===== src/rtl/ldpc_feed.sv =====
// ldpc_feed: collects one LDPC codeword of LLRs from the deinterleaver, packs
// PACK LLRs per word into a two-bank ping-pong SRAM, and presents full banks
// to the decoder with a valid/done handshake.
module ldpc_feed #(
  parameter int WID    = 6,
  parameter int PACK   = 8,
  parameter int CW_LEN = 9216,
  parameter int AW     = 11
) (
  input  logic                clk6,
  input  logic                rst_n,
  input  logic                bidin_rdy,
  input  logic                bidin_ena_out,
  input  logic [WID-1:0]      bidin_dout,
  output logic                ldpc_req,
  output logic                buf_wr,
  output logic [AW:0]         buf_addr,
  output logic [WID*PACK-1:0] buf_data,
  output logic                cw_valid,
  output logic                cw_bank,
  input  logic                dec_done,
  output logic                feed_err
);

  localparam int SW = (PACK > 1) ? $clog2(PACK) : 1;
  localparam logic [SW-1:0] LAST_LANE = SW'(PACK - 1);
  localparam logic [AW-1:0] LAST_WORD = AW'(CW_LEN / PACK - 1);

  typedef enum logic {IDLE, FILL} state_t;

  state_t                state_q, state_d;
  logic                  ldpc_req_q, ldpc_req_d;
  logic                  buf_wr_q, buf_wr_d;
  logic [AW:0]           buf_addr_q, buf_addr_d;
  logic [WID*PACK-1:0]   buf_data_q, buf_data_d;
  logic [WID*PACK-1:0]   pack_q, pack_d;
  logic [SW-1:0]         sample_cnt_q, sample_cnt_d;
  logic [AW-1:0]         word_idx_q, word_idx_d;
  logic [1:0]            full_q, full_d;
  logic                  wr_bank_q, wr_bank_d;
  logic                  rd_bank_q, rd_bank_d;
  logic                  cw_valid_q, cw_valid_d;
  logic                  feed_err_q, feed_err_d;

  // Next-state logic: fill FSM, word packing, bank flags and decoder handshake.
  always_comb begin
    state_d      = state_q;
    ldpc_req_d   = 1'b0;
    buf_wr_d     = 1'b0;
    buf_addr_d   = buf_addr_q;
    buf_data_d   = buf_data_q;
    pack_d       = pack_q;
    sample_cnt_d = sample_cnt_q;
    word_idx_d   = word_idx_q;
    full_d       = full_q;
    wr_bank_d    = wr_bank_q;
    rd_bank_d    = rd_bank_q;
    cw_valid_d   = |full_q;
    feed_err_d   = feed_err_q;

    // The decoder releases the bank it was shown; a completion on the other
    // bank in the same cycle sets its own flag independently below.
    if (dec_done && cw_valid_q) begin
      full_d[rd_bank_q] = 1'b0;
      rd_bank_d         = ~rd_bank_q;
    end

    case (state_q)
      IDLE: begin
        if (bidin_ena_out) begin
          feed_err_d = 1'b1;
        end
        if (bidin_rdy && !full_q[wr_bank_q]) begin
          ldpc_req_d   = 1'b1;
          state_d      = FILL;
          sample_cnt_d = '0;
          word_idx_d   = '0;
        end
      end
      FILL: begin
        if (bidin_ena_out) begin
          pack_d[int'(sample_cnt_q)*WID +: WID] = bidin_dout;
          if (sample_cnt_q == LAST_LANE) begin
            sample_cnt_d = '0;
            buf_wr_d     = 1'b1;
            buf_addr_d   = {wr_bank_q, word_idx_q};
            buf_data_d   = pack_d;
            if (word_idx_q == LAST_WORD) begin
              word_idx_d        = '0;
              full_d[wr_bank_q] = 1'b1;
              wr_bank_d         = ~wr_bank_q;
              state_d           = IDLE;
            end else begin
              word_idx_d = word_idx_q + AW'(1);
            end
          end else begin
            sample_cnt_d = sample_cnt_q + SW'(1);
          end
        end
      end
      default: state_d = IDLE;
    endcase
  end

  // State and registered outputs; reset discards any partial codeword.
  always_ff @(posedge clk6 or negedge rst_n) begin
    if (!rst_n) begin
      state_q      <= IDLE;
      ldpc_req_q   <= 1'b0;
      buf_wr_q     <= 1'b0;
      buf_addr_q   <= '0;
      buf_data_q   <= '0;
      pack_q       <= '0;
      sample_cnt_q <= '0;
      word_idx_q   <= '0;
      full_q       <= '0;
      wr_bank_q    <= 1'b0;
      rd_bank_q    <= 1'b0;
      cw_valid_q   <= 1'b0;
      feed_err_q   <= 1'b0;
    end else begin
      state_q      <= state_d;
      ldpc_req_q   <= ldpc_req_d;
      buf_wr_q     <= buf_wr_d;
      buf_addr_q   <= buf_addr_d;
      buf_data_q   <= buf_data_d;
      pack_q       <= pack_d;
      sample_cnt_q <= sample_cnt_d;
      word_idx_q   <= word_idx_d;
      full_q       <= full_d;
      wr_bank_q    <= wr_bank_d;
      rd_bank_q    <= rd_bank_d;
      cw_valid_q   <= cw_valid_d;
      feed_err_q   <= feed_err_d;
    end
  end

  assign ldpc_req = ldpc_req_q;
  assign buf_wr   = buf_wr_q;
  assign buf_addr = buf_addr_q;
  assign buf_data = buf_data_q;
  assign cw_valid = cw_valid_q;
  assign cw_bank  = rd_bank_q;
  assign feed_err = feed_err_q;

endmodule


===== config.mk =====
export PLATFORM = sky130hd
export DESIGN_NAME = ldpc_feed
export DESIGN_NICKNAME = d
export VERILOG_FILES = /design/src/rtl/ldpc_feed.sv
export SDC_FILE = /design/constraint.sdc
export NUM_CORES = 1
export LEC_CHECK = 0
export CORE_MARGIN = 2
export CORE_UTILIZATION = 52
export DETAILED_ROUTE_END_ITERATION = 16
export PLACE_DENSITY = 0.77
export SLEW_MARGIN = 10
export SYNTH_ARGS = -nofsm -noshare
export SYNTH_HDL_FRONTEND = slang
export SYNTH_SLANG_ARGS = --single-unit

===== constraint.sdc =====
create_clock -name clk6 -period 3.2 [get_ports clk6]
set_input_delay 0.48 -clock clk6 [delete_from_list [all_inputs] [get_ports clk6]]
set_output_delay 0.48 -clock clk6 [all_outputs]
set_load 0.005 [all_outputs]

* Word level (Yosys, flattened, before mapping)
Index checks and enable logic that the tools add are counted.
** Cells by class
- $lt $le $gt $ge :: 4
- $mul :: 1
- Shift-type cells :: 2
- Equal/unequal tests :: 5
- Reductions and logical operators :: 12
- $add $sub $neg :: 3
- Mux-type cells :: 30
- Bitwise logic cells :: 6
** Operator list (number)
- $bwmux W48 :: 1
- $shift A6 B33 Y48 const A :: 1
- $shiftx A6 B33 Y48 :: 1
- $mux W11 :: 4
- $neg A6 Y33 :: 1
- $pmux W11 S2 :: 1
- $mux W1 :: 12
- $add A11 B1 Y11 const B :: 1
- $eq A11 B11 Y1 const B :: 1
- $mux W2 :: 5
- $mux W3 :: 3
- $pmux W3 S2 :: 1
- $reduce_and A2 Y1 :: 3
- $reduce_and A3 Y1 :: 2
- $mul A3 B2 Y5 const B :: 1
- $logic_and A1 B1 Y1 :: 4
- $lt A1 B2 Y1 const B :: 2
- $ne A2 B2 Y1 const B :: 2
- $reduce_and A4 Y1 :: 1
- $add A3 B1 Y3 const B :: 1
- $eq A3 B3 Y1 const B :: 1
- $not A1 Y1 :: 3
- $and A2 B2 Y2 :: 1
- $demux W1 S1 :: 2
- 7 further kinds :: 8
** Word-level totals
- Word-level logic and storage cells :: 76
- Register bits :: 131
- Input bits :: 11
- Output and inout port bits :: 65

* Depth between registers and ports, before layout
- Depth in word-level cells :: 12
- Gate-level depth with buffers :: 15
- Depth with buffers taken out :: 10

* Worst setup path after synthesis
OpenSTA, ideal clock, no wires.
- Path kind :: flip-flop to flip-flop
- Start :: register sample_cnt_q[1]
- End :: register pack_q[34]
- Arrival time :: 3.397 ns
- Stages on the path, launching flop included :: 14
- Setup time :: 0.125 ns
- Setup slack :: -0.322 ns
- Path buffers :: 3
- Clock period less this slack :: 3.522 ns
- Data required time :: 3.075 ns
- Cells stage by stage :: dfrtp_1 > ha_1 > fa_1 > buf_6 > nand2b_1 > clkbuf_1 > nor2_1 > ha_1 > clkbuf_8 > clkinv_1 > o21ai_0 > or3b_4 > a21oi_2 > mux2_2
** On the way
- Longest elaborated chain between the ends :: 4
- Elaborated cells on any way between the ends :: 5
- Classes of those cells :: add/sub (1); mul (1); shift (2); mux (1)
** RTL lines
- start, declared :: line 37 : logic [SW-1:0] sample_cnt_q, sample_cnt_d;
- start signal, assigned :: line 128 : sample_cnt_q <= sample_cnt_d;
- $mul A3 B2 Y5 (*) :: line 82 : pack_d[int'(sample_cnt_q)*WID +: WID] = bidin_dout;
- $neg A6 Y33 (*) :: line 82
- $shiftx A6 B33 Y48 or $shift A6 B33 Y48 (tied branches) :: line 82
- $bwmux W48 (*) :: line 82
- end signal, assigned :: line 127 : pack_q <= pack_d;
- end, declared :: line 36 : logic [WID*PACK-1:0] pack_q, pack_d;
Every way passes the cells marked *; elsewhere a longest branch is shown, timed or not.
A chain may end at the register's enable or synchronous reset.

* Worst setup path after layout
- Start :: register sample_cnt_q[0]
- End :: register pack_q[36]
The elaborated chain is that of the path after synthesis.

==> flow_summary.json <==
{
  "status": "completed",
  "slew_headroom_pct": 49.67,
  "gp_congestion": 0.9141,
  "grt_max_degree": 132,
  "end_kind": "register",
  "wirelength_um": 19700,
  "grt_overflow": 0,
  "synth_seq_cells": 131,
  "initial_core_util_pct": 53.70,
  "rsz0062_at_grt": "yes",
  "clockRootBuffer": "clkbuf_16",
  "maxCapViolCount": 0,
  "ys.warnings.count": 0,
  "dp_hpwl_um": 13840,
  "num_rows": 42,
  "drt.antenna.violating_nets": 0,
  "pwr-share-comb_pct": 60.2,
  "io_pins": 76,
  "seq_area_um2": 3278,
  "synth-simple-area-share_pct": 18.68,
  "coreArea_um2": 13400,
  "fin_worst_skew_ns": 0.008300,
  "maxSlewViolCount": 0,
  "die_area_um2": 14800,
  "seqPwrFrac_pct": 22.5,
  "syn_nets": 740,
  "worstPathMaxFanout": 10,
  "min_period_over_period_pct": 98.25,
  "cts.sinks": 131,
  "cp.required_ns": 3.51,
  "dieHeight_um": 121.6,
  "ir_drop_mv": 0.5716,
  "pwr_density_cell_nw_per_um2": 1234,
  "synth.distinct_cells": 83,
  "portBuffers": 75,
  "synth_xor_area_share_pct": 2.278,
  "final_hold_viol_count": 0,
  "max_freq_mhz": 318.1,
  "clk_path_buf_depth": 2,
  "cts_tree": "yes",
  "synth-main-ff-cell": "dfrtp_1",
  "switchingPower_w": 0.005050,
  "drcViolationCount": 0,
  "vias_per_cell": 6.099,
  "grt_pass1_vias": 6112,
  "syn_area_um2": 7196,
  "setup.worst_path.class": "register to register",
  "stdcell_count": 1001,
  "p_total_w": 0.01091,
  "synth-edff-count": 0,
  "period_needed_ns": 3.144,
  "cts.clk_slew.worst_paths_ns": 0.06,
  "netlist_instances": 719,
  "internal_power_w": 0.005865,
  "p_clk_share_pct": 17.2,
  "synthArstFlopShare_pct": 100.0,
  "routedWlPerCell_um": 19.68,
  "multi_input_comb_area_um2": 3632,
  "dr.first_iter.drc_count": 509,
  "tns_ns": 0,
  "grt_pass1_wl_um": 31820,
  "area_growth_pct": 22.94,
  "drive_gt1_share_pct": 20.97,
  "worst_pin_slew_ns": 0.7470,
  "critPathLaunchType": "register",
  "r2r_cells": 10,
  "dieWidth_um": 121.6,
  "arrival_ns": 3.45,
  "synth_compound_area_share_pct": 16.97,
  "syn_avg_cell_area_um2": 10.01,
  "rrSetupSlack_ns": 0.06,
  "htree_levels": 4,
  "power_leakage_nw": 3.766,
  "synth-seq-area-share_pct": 45.56,
  "synth_top_family_by_area": "simple AND/OR/NAND/NOR gates",
  "antennaDiodeCount": 0,
  "dpl.cell_count": 968,
  "grt_usage_pct": 27.89,
  "clk_latency_ns": 0.43,
  "fillCellCount": 1025,
  "cts_made_buffers": 17,
  "layout.nets": 833,
  "muxShareOfSynthArea_pct": 10.17,
  "swShare_pct": 46.27,
  "r2r_start": "sample_cnt_q[0]",
  "post-route-util_pct": 66.01,
  "hp-class": "primary input to asynchronous set/reset pin",
  "finalSetupViolations": 0,
  "antenna_found_initial": 0,
  "num_vias": 6105,
  "hold_buffers": 0,
  "first_pass_iters": 5,
  "r2r-end": "pack_q[36]",
  "synthAdderAreaFrac_pct": 1.843
}
[sequential cells by signal (all words and copies together) (netlist names)]
signal / flops
buf_data: 48
pack_q: 48
buf_addr: 12
word_idx_q: 11
sample_cnt_q: 3
full_q: 2
buf_wr: 1
cw_bank: 1
cw_valid: 1
feed_err: 1
ldpc_req: 1
state_q: 1
wr_bank_q: 1
[routing by layer]
metal / GRT usage (%) / wire length, µm / vias up / share of wire (%)
met5: 0 / 0 / - / 0
met4: 8.693 / 327 / 0 / 1.7
met3: 6.180 / 1026 / 24 / 5.2
met2: 46.77 / 9828 / 218 / 50
met1: 36.22 / 8512 / 3049 / 43
li1: - / - / 2814 / -
[power by group through the flow]
stage | Clock [W] | Sequential [W] | Combinational, W
finish | 0.00188 | 0.00246 | 0.00658
global route | 0.00196 | 0.00252 | 0.00708
CTS | 0.00190 | 0.00246 | 0.00642
detailed placement | 0 | 0.00248 | 0.00637
global placement | 0 | 0.00244 | 0.00624
floorplan | 0 | 0.00246 | 0.00417
[Yosys cell counts (all sizes together), types with 3 or more instances]
master,instances,area [µm²]
a32oi,3,33.79
o21ai,65,325.3
mux2i,18,180.2
nand4,14,93.84
clkbuf,28,165.2
nand3b,4,30.03
dfrtp,131,3278
a22o,3,26.28
or2,5,31.28
or3,8,55.05
a21oi,20,107.6
inv,12,45.04
xnor2,13,121.4
nand3,37,195.2
xor2,4,42.55
or3b,3,28.78
o31ai,15,117.6
o32ai,3,33.79
o32a,3,30.03
nor3b,3,22.52
nand2b,5,31.28
nor3,15,95.09
a21o,4,33.79
ha,9,112.6
o22ai,3,18.77
a31oi,13,111.4
nand2,100,377.9
mux2,49,551.8
o31a,4,36.29
nor4,8,80.08
buf,13,106.3
and3,3,18.77
nor2,44,167.7
o221a,4,45.04
and2,11,70.07
o211ai,12,90.09
[layout make-up]
class,count,area share (%)
Clock buffer,25,5.601
Clock inverter,7,0.8204
Inverter,14,0.6506
Multi-Input combinational cell,533,41.06
Sequential cell,131,37.06
Tap cell,176,2.489
Timing Repair Buffer,115,12.32
[cell families after synthesis]
logic type,Yosys count
buffers and inverters,55
adder cells (fa/ha/maj),10
AND/OR/NAND/NOR,266
flip-flops,131
multiplexers,67
AO/OA/AOI/OAI,173
XOR/XNOR,17
[repair_timing]
action,4_1_cts,5_1_grt
setup endpoints to repair,0,8
resized for setup,0,8
setup buffers,0,1
[cell usage in the layout, fill, tap and decap left out, types with 4 or more instances in the layout]
cell type and count:
o221a_2 4, or3_1 7, nand3_1 35, nor3_1 9, o211ai_1 12, clkbuf_16 17, nand4_1 13, mux2_2 47
ha_1 7, clkbuf_8 4, and2_1 9, a31oi_1 11, nand2_1 98, nor4_1 5, inv_1 12, o21ai_0 55
nand3b_1 4, o31ai_1 14, xnor2_1 12, clkbuf_1 4, a21oi_1 18, nand2b_1 5, dfrtp_1 131, nor2_1 42
nor3_2 6, buf_4 37, mux2i_1 18, o21ai_1 9, clkdlybuf4s50_1 74
[how the worst max path moves through the flow]
stage | endpoint | start | slack [ns]
3_3_place_gp | pack_q[36] | sample_cnt_q[0] | 0.25
6_report | pack_q[36] | sample_cnt_q[0] | 0.06
5_1_grt | pack_q[36] | sample_cnt_q[0] | -0.05
2_1_floorplan | pack_q[2] | sample_cnt_q[1] | 0.01
4_1_cts | pack_q[26] | sample_cnt_q[0] | 0.07
3_5_place_dp | pack_q[37] | sample_cnt_q[0] | 0.16
[critical path, cell delays in order, from the launching register on]
cell and delay, ns:
dfrtp_1 0.40, ha_2 0.21, fa_1 0.51, nand2b_1 0.14, nor2_1 0.06, ha_2 0.40
clkinv_4 0.14, nor4_1 0.37, o31a_1 0.28, and2_4 0.18, mux2_2 0.32
[metrics by stage]
| step | worst slack (ns) | hold slack (ns) | instance area [µm²] |
|---|---|---|---|
| 2_1_floorplan | 0.009543 | 0.1844 | 7219 |
| 3_3_place_gp | 0.2486 | 0.4408 | 8239 |
| 3_5_place_dp | 0.1596 | 0.4467 | 8239 |
| 4_1_cts | 0.06778 | 0.2032 | 8807 |
| 5_1_grt | -0.05309 | 0.2306 | 8846 |
| 6_report | 0.05589 | 0.1253 | 8846 |
No activity file was read; power rests on OpenSTA's default activity.
